[config.mk]
export PLATFORM = sky130hd
export DESIGN_NAME = clk_src_switch_ctrl
export DESIGN_NICKNAME = d
export VERILOG_FILES = /design/src/rtl/clk_src_switch_ctrl.sv
export SDC_FILE = /design/constraint.sdc
export NUM_CORES = 1
export LEC_CHECK = 0
export CAP_MARGIN = 10
export CORE_ASPECT_RATIO = 0.5
export CORE_MARGIN = 2
export CORE_UTILIZATION = 40
export CTS_CLUSTER_DIAMETER = 30
export DETAILED_ROUTE_END_ITERATION = 8
export GPL_TIMING_DRIVEN = 0
export SLEW_MARGIN = 20
export SYNTH_ARGS = -nofsm -noshare
export SYNTH_HDL_FRONTEND = slang
export SYNTH_SLANG_ARGS = --single-unit
export TNS_END_PERCENT = 50
[constraint.sdc]
create_clock -name clk -period 4.9 [get_ports clk]
set_input_delay 1.47 -clock clk [delete_from_list [all_inputs] [get_ports clk]]
set_output_delay 1.47 -clock clk [all_outputs]
set_load 0.005 [all_outputs]
[src/rtl/clk_src_switch_ctrl.sv]
// clk_src_switch_ctrl
//
// Generates the select for the glitch-free global clock mux. Runs on the
// always-present internal clock and qualifies the external clock by counting
// edges of a heartbeat toggle from that domain over fixed windows. A settle
// hold-off follows every select change.
//
// Ports:
//   clk        internal free-running clock
//   rst        synchronous active-high reset
//   ext_tick   asynchronous heartbeat toggle from the external domain
//   auto_en    switch to the external clock automatically once qualified
//   force_int  force internal clock (highest priority)
//   force_ext  force external clock (ignored while force_int is high)
//   clk_sel    mux select, 0 = internal, 1 = external
//   switching  high during the settle hold-off
//   ext_good   external source qualified
//   ext_lost   one-cycle pulse on a bad window while running external, unforced
//   edge_count edge count of the last completed window
module clk_src_switch_ctrl #(
    parameter int unsigned WINDOW_CYCLES = 1024,
    parameter int unsigned MIN_EDGES     = 100,
    parameter int unsigned MAX_EDGES     = 140,
    parameter int unsigned GOOD_WINDOWS  = 4,
    parameter int unsigned SETTLE_CYCLES = 64,
    parameter int unsigned CNT_W         = 16
) (
    input  logic             clk,
    input  logic             rst,
    input  logic             ext_tick,
    input  logic             auto_en,
    input  logic             force_int,
    input  logic             force_ext,
    output logic             clk_sel,
    output logic             switching,
    output logic             ext_good,
    output logic             ext_lost,
    output logic [CNT_W-1:0] edge_count
);

    localparam int unsigned SET_W = $clog2(SETTLE_CYCLES + 1);
    localparam int unsigned GC_W  = $clog2(GOOD_WINDOWS + 1);

    localparam logic [CNT_W-1:0] WIN_LAST  = CNT_W'(WINDOW_CYCLES - 1);
    localparam logic [CNT_W-1:0] MIN_L     = CNT_W'(MIN_EDGES);
    localparam logic [CNT_W-1:0] MAX_L     = CNT_W'(MAX_EDGES);
    localparam logic [SET_W-1:0] SET_LAST  = SET_W'(SETTLE_CYCLES - 1);
    localparam logic [GC_W-1:0]  GOOD_FULL = GC_W'(GOOD_WINDOWS);

    typedef enum logic [1:0] {
        StInt,
        StHoldExt,
        StExt,
        StHoldInt
    } state_e;

    // Heartbeat synchronizer: two flops for metastability, third for edge detect.
    logic tick_meta_q, tick_sync_q, tick_dly_q;
    logic edge_det;

    logic [CNT_W-1:0] win_cnt_q;
    logic [CNT_W-1:0] edge_cnt_q;
    logic [GC_W-1:0]  good_cnt_q;

    logic [CNT_W-1:0] edge_total;
    logic             win_last;
    logic             window_good;
    logic [GC_W-1:0]  good_cnt_d;
    logic             target;

    state_e           state_q;
    logic [SET_W-1:0] settle_q;

    assign edge_det = tick_sync_q ^ tick_dly_q;
    assign win_last = (win_cnt_q == WIN_LAST);

    always_comb begin
        // Count including this cycle's edge, saturating at all-ones.
        edge_total = edge_cnt_q;
        if (edge_det && (edge_cnt_q != '1)) begin
            edge_total = edge_cnt_q + 1'b1;
        end

        window_good = (edge_total >= MIN_L) && (edge_total <= MAX_L);

        good_cnt_d = '0;
        if (window_good) begin
            good_cnt_d = (good_cnt_q == GOOD_FULL) ? GOOD_FULL : good_cnt_q + 1'b1;
        end

        target = 1'b0;
        if (force_int) begin
            target = 1'b0;
        end else if (force_ext) begin
            target = 1'b1;
        end else if (auto_en) begin
            target = ext_good;
        end
    end

    // Measurement: runs in every FSM state, independent of forcing.
    always_ff @(posedge clk) begin
        if (rst) begin
            tick_meta_q <= 1'b0;
            tick_sync_q <= 1'b0;
            tick_dly_q  <= 1'b0;
            win_cnt_q   <= '0;
            edge_cnt_q  <= '0;
            good_cnt_q  <= '0;
            edge_count  <= '0;
            ext_good    <= 1'b0;
            ext_lost    <= 1'b0;
        end else begin
            tick_meta_q <= ext_tick;
            tick_sync_q <= tick_meta_q;
            tick_dly_q  <= tick_sync_q;
            if (win_last) begin
                win_cnt_q  <= '0;
                edge_cnt_q <= '0;
                edge_count <= edge_total;
                good_cnt_q <= good_cnt_d;
                ext_good   <= (good_cnt_d == GOOD_FULL);
                ext_lost   <= !window_good && clk_sel && !force_ext;
            end else begin
                win_cnt_q  <= win_cnt_q + 1'b1;
                edge_cnt_q <= edge_total;
                ext_lost   <= 1'b0;
            end
        end
    end

    // Select FSM. Hold states ignore the target until settle_q reaches its end.
    always_ff @(posedge clk) begin
        if (rst) begin
            state_q   <= StInt;
            settle_q  <= '0;
            clk_sel   <= 1'b0;
            switching <= 1'b0;
        end else begin
            case (state_q)
                StInt: begin
                    if (target) begin
                        state_q   <= StHoldExt;
                        settle_q  <= '0;
                        clk_sel   <= 1'b1;
                        switching <= 1'b1;
                    end
                end
                StHoldExt: begin
                    if (settle_q == SET_LAST) begin
                        state_q   <= StExt;
                        switching <= 1'b0;
                    end else begin
                        settle_q <= settle_q + 1'b1;
                    end
                end
                StExt: begin
                    if (!target) begin
                        state_q   <= StHoldInt;
                        settle_q  <= '0;
                        clk_sel   <= 1'b0;
                        switching <= 1'b1;
                    end
                end
                StHoldInt: begin
                    if (settle_q == SET_LAST) begin
                        state_q   <= StInt;
                        switching <= 1'b0;
                    end else begin
                        settle_q <= settle_q + 1'b1;
                    end
                end
                default: begin
                    state_q   <= StInt;
                    settle_q  <= '0;
                    clk_sel   <= 1'b0;
                    switching <= 1'b0;
                end
            endcase
        end
    end

endmodule

==> results of run 1 <==
-- placed cells by master (no fill, tap or decap), drive strengths merged, types with 2 or more instances in the layout --
master,n
a211oi,13
a21oi,20
a31oi,4
and2,3
and3,7
and4,5
buf,4
clkbuf,27
clkdlybuf4s50,24
dfxtp,67
ha,9
inv,10
mux2i,5
nand2,23
nand2b,6
nand3,18
nand4,10
nor2,63
nor2b,6
nor3,12
nor3b,2
nor4,4
o21a,3
o21ai,13
o32ai,3
or3,6
or4,2
xnor2,15
xor2,14
-- layer usage --
layer / part of all wire [%] / vias to the layer above / global-route usage, %
li1: - / 1370 / -
met1: 48 / 1228 / 22.3
met2: 42 / 68 / 27.2
met3: 8.6 / 8 / 7.61
met4: 1.1 / 0 / 6.12
met5: 0 / - / 0
-- flip-flops by register name (all words and copies together) (netlist names) --
signal and flops:
tick_dly_q 1, settle_q 7, ext_good 1, ext_lost 1, edge_count 16, edge_cnt_q 16, good_cnt_q 3, tick_sync_q 1
state_q 2, switching 1, win_cnt_q 16, tick_meta_q 1, clk_sel 1
-- final cells by class --
type | count | area, sq um | area share [%]
inverters | 10 | 37.5 | 0.973
flip-flops and latches | 67 | 1340 | 34.8
multi-input cells | 276 | 1740 | 45.1
repair buffers | 24 | 240 | 6.23
plain buffers | 17 | 76.3 | 1.98
well taps | 108 | 135 | 3.50
clock inverters | 2 | 35.0 | 0.908
clock buffers | 14 | 254 | 6.58
-- metrics by stage --
stage	worst slack (ns)	cell area [sq um]	cells	power, uW
after CTS	1.57	3860	518	1290
after floorplan	1.95	3190	370	627
final	1.56	3860	518	1270
after detailed placement	1.23	3570	502	652
after global routing	1.37	3860	518	1330
after global placement	1.24	3570	502	649
-- report_power, final --
group	leakage (uW)	switching (uW)	total (uW)	internal [uW]
logic	0.000693	45.3	75.3	30.0
registers	0.000542	9.31	565	556
clock network	0.000141	226	633	407
total	0.00138	280	1270	993
-- worst register-to-register path, stage by stage, from the launching register on --
cell     delay, ns
dfxtp_1       0.39
ha_1          0.26
nand4_1       0.28
nor4_4        0.55
nor3_1        0.13
xnor2_1       0.37
and4_1        0.27
o21ai_2       0.12
and4_1        0.22
-- cell families after synthesis --
group | after synthesis | synth area share, %
simple gates | 171 | 28.6
xor+xnor | 29 | 8.19
compound gates | 61 | 12.0
buf+inv | 27 | 3.57
flops | 67 | 42.0
mux | 6 | 2.04
fa+ha+maj | 9 | 3.53
-- worst min path at each step --
| stage | startpoint | endpoint | cells after the start |
|---|---|---|---|
| 2_1_floorplan | tick_meta_q | tick_sync_q | 1 |
| 3_3_place_gp | tick_meta_q | tick_sync_q | 1 |
| 3_5_place_dp | tick_meta_q | tick_sync_q | 1 |
| 4_1_cts | tick_meta_q | tick_sync_q | 1 |
| 5_1_grt | tick_meta_q | tick_sync_q | 1 |
| 6_report | tick_meta_q | tick_sync_q | 1 |
==> impl_results.md, run 1 <==
* Synth area leaders: dfxtp_1 42%, nor2_1 7.4%, xnor2_1 4.1%
* Post-synthesis sequential area ratio at 42.0%
* Drt first pass iters at 5
* Slowest stage delay, CP at 0.48 ns
* Main flop type after synthesis: dfxtp_1
* Clk sinks at 67
* Via count at 2674
* Grt total ovfl at 0
* CTS resizes at 0
* Power Density at 330 nW/um^2
* WL/cell at 13.3 um
* Post-CTS Setup Inserts at 0
* DR vias/cell at 5.16
* Clock transition at path regs at 0.05 ns
* Final GP Congestion at 0.919
* Crit path depth at 7
* Worst setup path startpoint: force_ext
* Filler Cells Inserted at 753
* Syn Inst Count at 370
* TritonCTS Buffers at 9
* Area Growth Syn to Fin at 20.8%
* Crit Path Category: primary input to register
* Ports at 26
* Final Hold Fails at 0
* Commonest cells in the synthesized netlist: 67 x dfxtp_1, 63 x nor2_1, 23 x nand2_1
* Final core occ at 51.1%
* Max_cap viols at 0
* Crit end category: register
* Core ar. at 7540 sq um
* Synthesized area at 3190 sq um
* Drc violations at 0
* Unique cell type count in the Yosys netlist at 46
* Number of global-route vias before repair at 2480
* Most instantiated library cell after synthesis: dfxtp_1
* Die Y-Extent at 67.2 um
* Root Buffer: clkbuf_16
* Hold Path Class: register to register
* Crit-path leading delay family: simple AND/OR/NAND/NOR gates
* PortBufs at 24
* Slowest cell on crit path: clkdlybuf4s50_1
* Seq cells post-synth at 67
* Iter 0 DRT Violations at 233
* Status: complete, no violations
* Final Max Slew Viols at 0
* Min Clock Period, post-route at 3.34 ns
* Slew Limit Headroom at 61.9%
* Yosys top cell area share at 42.0%
* Worst Skew at 0.00632 ns
* Worst-path fanout max at 6
* Setup TNS at 0 ns
* Cts-stage hold buffer count at 0
* Initial antenna violation count at 0
* Std-Cell Rows at 22
* RR Startpoint: edge_cnt_q[1]
* Least-Margin Pin Slew at 0.571 ns
* Clock Latency Late Sink at 0.34 ns
* Antenna cells at 0
* Crit-path most repeated cell: a21oi_1
* Final layout net count at 420
* RSZ-0062 raised after global routing: false
* CTS tree: yes
* H-tree levels at 3
* Hold slack at 0.456 ns
* Register-to-Register Path Depth at 8
* First-pass GRT wire length at 11500 um
* Bufs on Longest Clock Path at 2
* Initial Util at 42.3%
* Largest net degree at the start of global routing at 11
* ANT nets after route at 0
* Peak supply drop at 0.167 mV
* Final WL at 6890 um
* Worst Path Required at 5.17 ns
* R2R Setup Slk at 2.21 ns
* Worst path bufs/invs at 1
* Syn Area/Cell at 8.63 sq um
* Die X at 130 um
* P_leak at 0.00138 uW
* Tcrit/Tclk final at 68.1%
* Async set or reset register ratio after synthesis at 0%
* Worst-path cell chain: clkdlybuf4s50_1 -> a21oi_1 -> nor2_1 -> mux2i_1 -> o21ai_0 -> or3_1 -> a21oi_1
* Syn Nets at 385
* Die area at 8760 sq um
* Total GRT Usage at 17.6%
* Reg-to-Reg End: ext_lost
* Number of synthesized flops with an enable pin at 0
* Max Fclk at 300 MHz
* Detailed placement HPWL at 5070 um
* Setup violations, final at 0
* Setup crit end: settle_q[3]
* YS warnings at 0
* CP Launch Type: primary input
* Cell taking the most area after synthesis: dfxtp_1
* Crit path arrival time at 3.60 ns
* Share of cells above drive strength 1 at 6.83%
(Power assumes the default switching activity.)
==> run 2: changes to the inputs <==
clock period = 2.9 ns   (was 4.9 ns; I/O delays follow)
==> run 2 against run 1 <==
Effect of this change: non-clock buffer count unchanged; count of clock-buffer cells in the layout unchanged; clock power up 69%; cell area about the same; via count is essentially flat; largest power group unchanged.
==> impl_results.md, run 2 (synthesis results as in run 1) <==
* Root Buffer: clkbuf_16
* Initial Util at 42.3% (unchanged)
* Final layout net count at 420 (unchanged)
* Antenna cells at 0 (unchanged)
* Drc violations at 0 (unchanged)
* Setup WS pre-CTS at -0.169 ns (-1.40 ns)
* P_leak at 0.00138 uW (+0.17%)
* Final Hold Fails at 0 (unchanged)
* Drt first pass iters at 4 (-1)
* Final WL at 6890 um (about the same)
* Die Y-Extent at 67.2 um (unchanged)
* TritonCTS Buffers at 9 (unchanged)
* PortBufs at 24 (unchanged)
* Std-Cell Rows at 22 (unchanged)
* Power Density at 558 nW/um^2 (+69%)
* Slowest cell on crit path: nor4_4
* Post-CTS Setup Inserts at 0 (unchanged)
* Initial antenna violation count at 0 (unchanged)
* Commonest cells after routing, fill and taps aside: 67 x dfxtp_1, 63 x nor2_1, 24 x clkdlybuf4s50_1, 23 x nand2_1, 20 x a21oi_1
* Grt total ovfl at 0 (unchanged)
* Cts-stage hold buffer count at 0 (unchanged)
* Final Max Slew Viols at 0 (unchanged)
* Worst path bufs/invs at 0 (-1)
* First-pass GRT wire length at 11500 um (unchanged)
* Area Growth Syn to Fin at 20.9% (about the same)
* Core ar. at 7540 sq um (unchanged)
* CTS tree: yes
* Peak supply drop at 0.282 mV (+69%)
* Least-Margin Pin Slew at 0.566 ns (-0.00458 ns)
* HP Start: tick_meta_q
* CP Launch Type: register
* Die area at 8760 sq um (unchanged)
* Total GRT Usage at 17.6% (unchanged)
* Setup violations, final at 0 (unchanged)
* Final core occ at 51.2% (about the same)
* Register area at 1340 sq um (unchanged)
* Share of cells above drive strength 1 at 7.07% (+0.24 points)
* Die X at 130 um (unchanged)
* Clock Latency Late Sink at 0.34 ns (about the same)
* Hold Path Class: register to register
* Worst Path Required at 3.13 ns (-2.04 ns)
* Setup TNS at 0 ns (unchanged)
* Slowest stage delay, CP at 0.54 ns (+0.06 ns)
* WL/cell at 13.3 um (about the same)
* RR Startpoint: edge_cnt_q[1]
* Ports at 26 (unchanged)
* Slew Limit Headroom at 62.2% (+0.31 points)
* Crit end category: register
* DR vias/cell at 5.16 (about the same)
* RSZ-0062 raised after global routing: false
* H-tree levels at 3 (unchanged)
* Filler Cells Inserted at 754 (+0.13%)
* Worst-path fanout max at 9 (+3)
* Status: complete, no violations
* Worst setup path startpoint: edge_cnt_q[1]
* Number of global-route vias before repair at 2480 (unchanged)
* Crit-path most repeated cell: and4_1
* Commonest non-fill, non-tap cell in the layout: dfxtp_1
* Crit path arrival time at 2.91 ns (-0.69 ns)
* Detailed placement HPWL at 5070 um (unchanged)
* ANT nets after route at 0 (unchanged)
* Final GP Congestion at 0.919 (unchanged)
* Clock transition at path regs at 0.05 ns (about the same)
* Bufs on Longest Clock Path at 2 (unchanged)
* Max Fclk at 373 MHz
* Hold slack at 0.456 ns (unchanged)
* Largest net degree at the start of global routing at 11 (unchanged)
* Worst-path cell chain: ha_1 -> nand4_1 -> nor4_4 -> nor3_1 -> xnor2_1 -> and4_1 -> o21ai_2 -> and4_1
* Max_cap viols at 0 (unchanged)
* Tcrit/Tclk final at 92.6%
* Worst Skew at 0.00649 ns (+0.000177 ns)
* Multi-input gate area at 1740 sq um (+0.22%)
* Via count at 2673 (-0.037%)
* Worst setup margin at 0.216 ns (-1.35 ns)
* Crit-path leading delay family: simple AND/OR/NAND/NOR gates
* Clk sinks at 67 (unchanged)
* Min Clock Period, post-route at 2.68 ns
* Iter 0 DRT Violations at 234 (+0.43%)
* CTS resizes at 0 (unchanged)
* Top flop regs: edge_cnt_q (16), edge_count (16), win_cnt_q (16)
* Crit Path Category: register to register
-- run 2: cell counts in the layout (fill, tap and decap cells not counted) --
Identical to the previous run, type by type.
-- run 2: final cells by class --
class / count / area share [%]
plain buffers: 17 / 1.98
clock buffers: 14 / 6.58
clock inverters: 2 / 0.907
inverters: 10 / 0.972
multi-input cells: 276 / 45.1
flip-flops and latches: 67 / 34.7
well taps: 108 / 3.50
repair buffers: 24 / 6.22
-- run 2: power breakdown --
group	switching [uW]	internal, uW
registers	15.6	939
clock network	384	688
logic	77.4	52.4
-- run 2: layer usage --
metal,vias to the layer above,wire length [um],GRT usage [%]
met4,0,76,6.12
met2,55,2930,27.2
li1,1372,-,-
met5,-,0,0
met1,1238,3370,22.3
met3,8,519,7.61
-- run 2: metrics by stage --
| step | std cells | total power [uW] | instance area (sq um) |
|---|---|---|---|
| after CTS | 518 | 2180 | 3860 |
| after detailed placement | 502 | 1100 | 3570 |
| after global routing | 518 | 2240 | 3860 |
| final | 518 | 2160 | 3860 |
| after floorplan | 370 | 1060 | 3190 |
| after global placement | 502 | 1100 | 3570 |
-- run 2: path summary, 6_finish.rpt --
check / slack (ns) / cells after the start / end
max: 0.22 / 8 / ext_lost
min: 0.46 / 1 / tick_sync_q
max reg2reg: 0.22 / 8 / ext_lost
min reg2reg: 0.46 / 1 / tick_sync_q
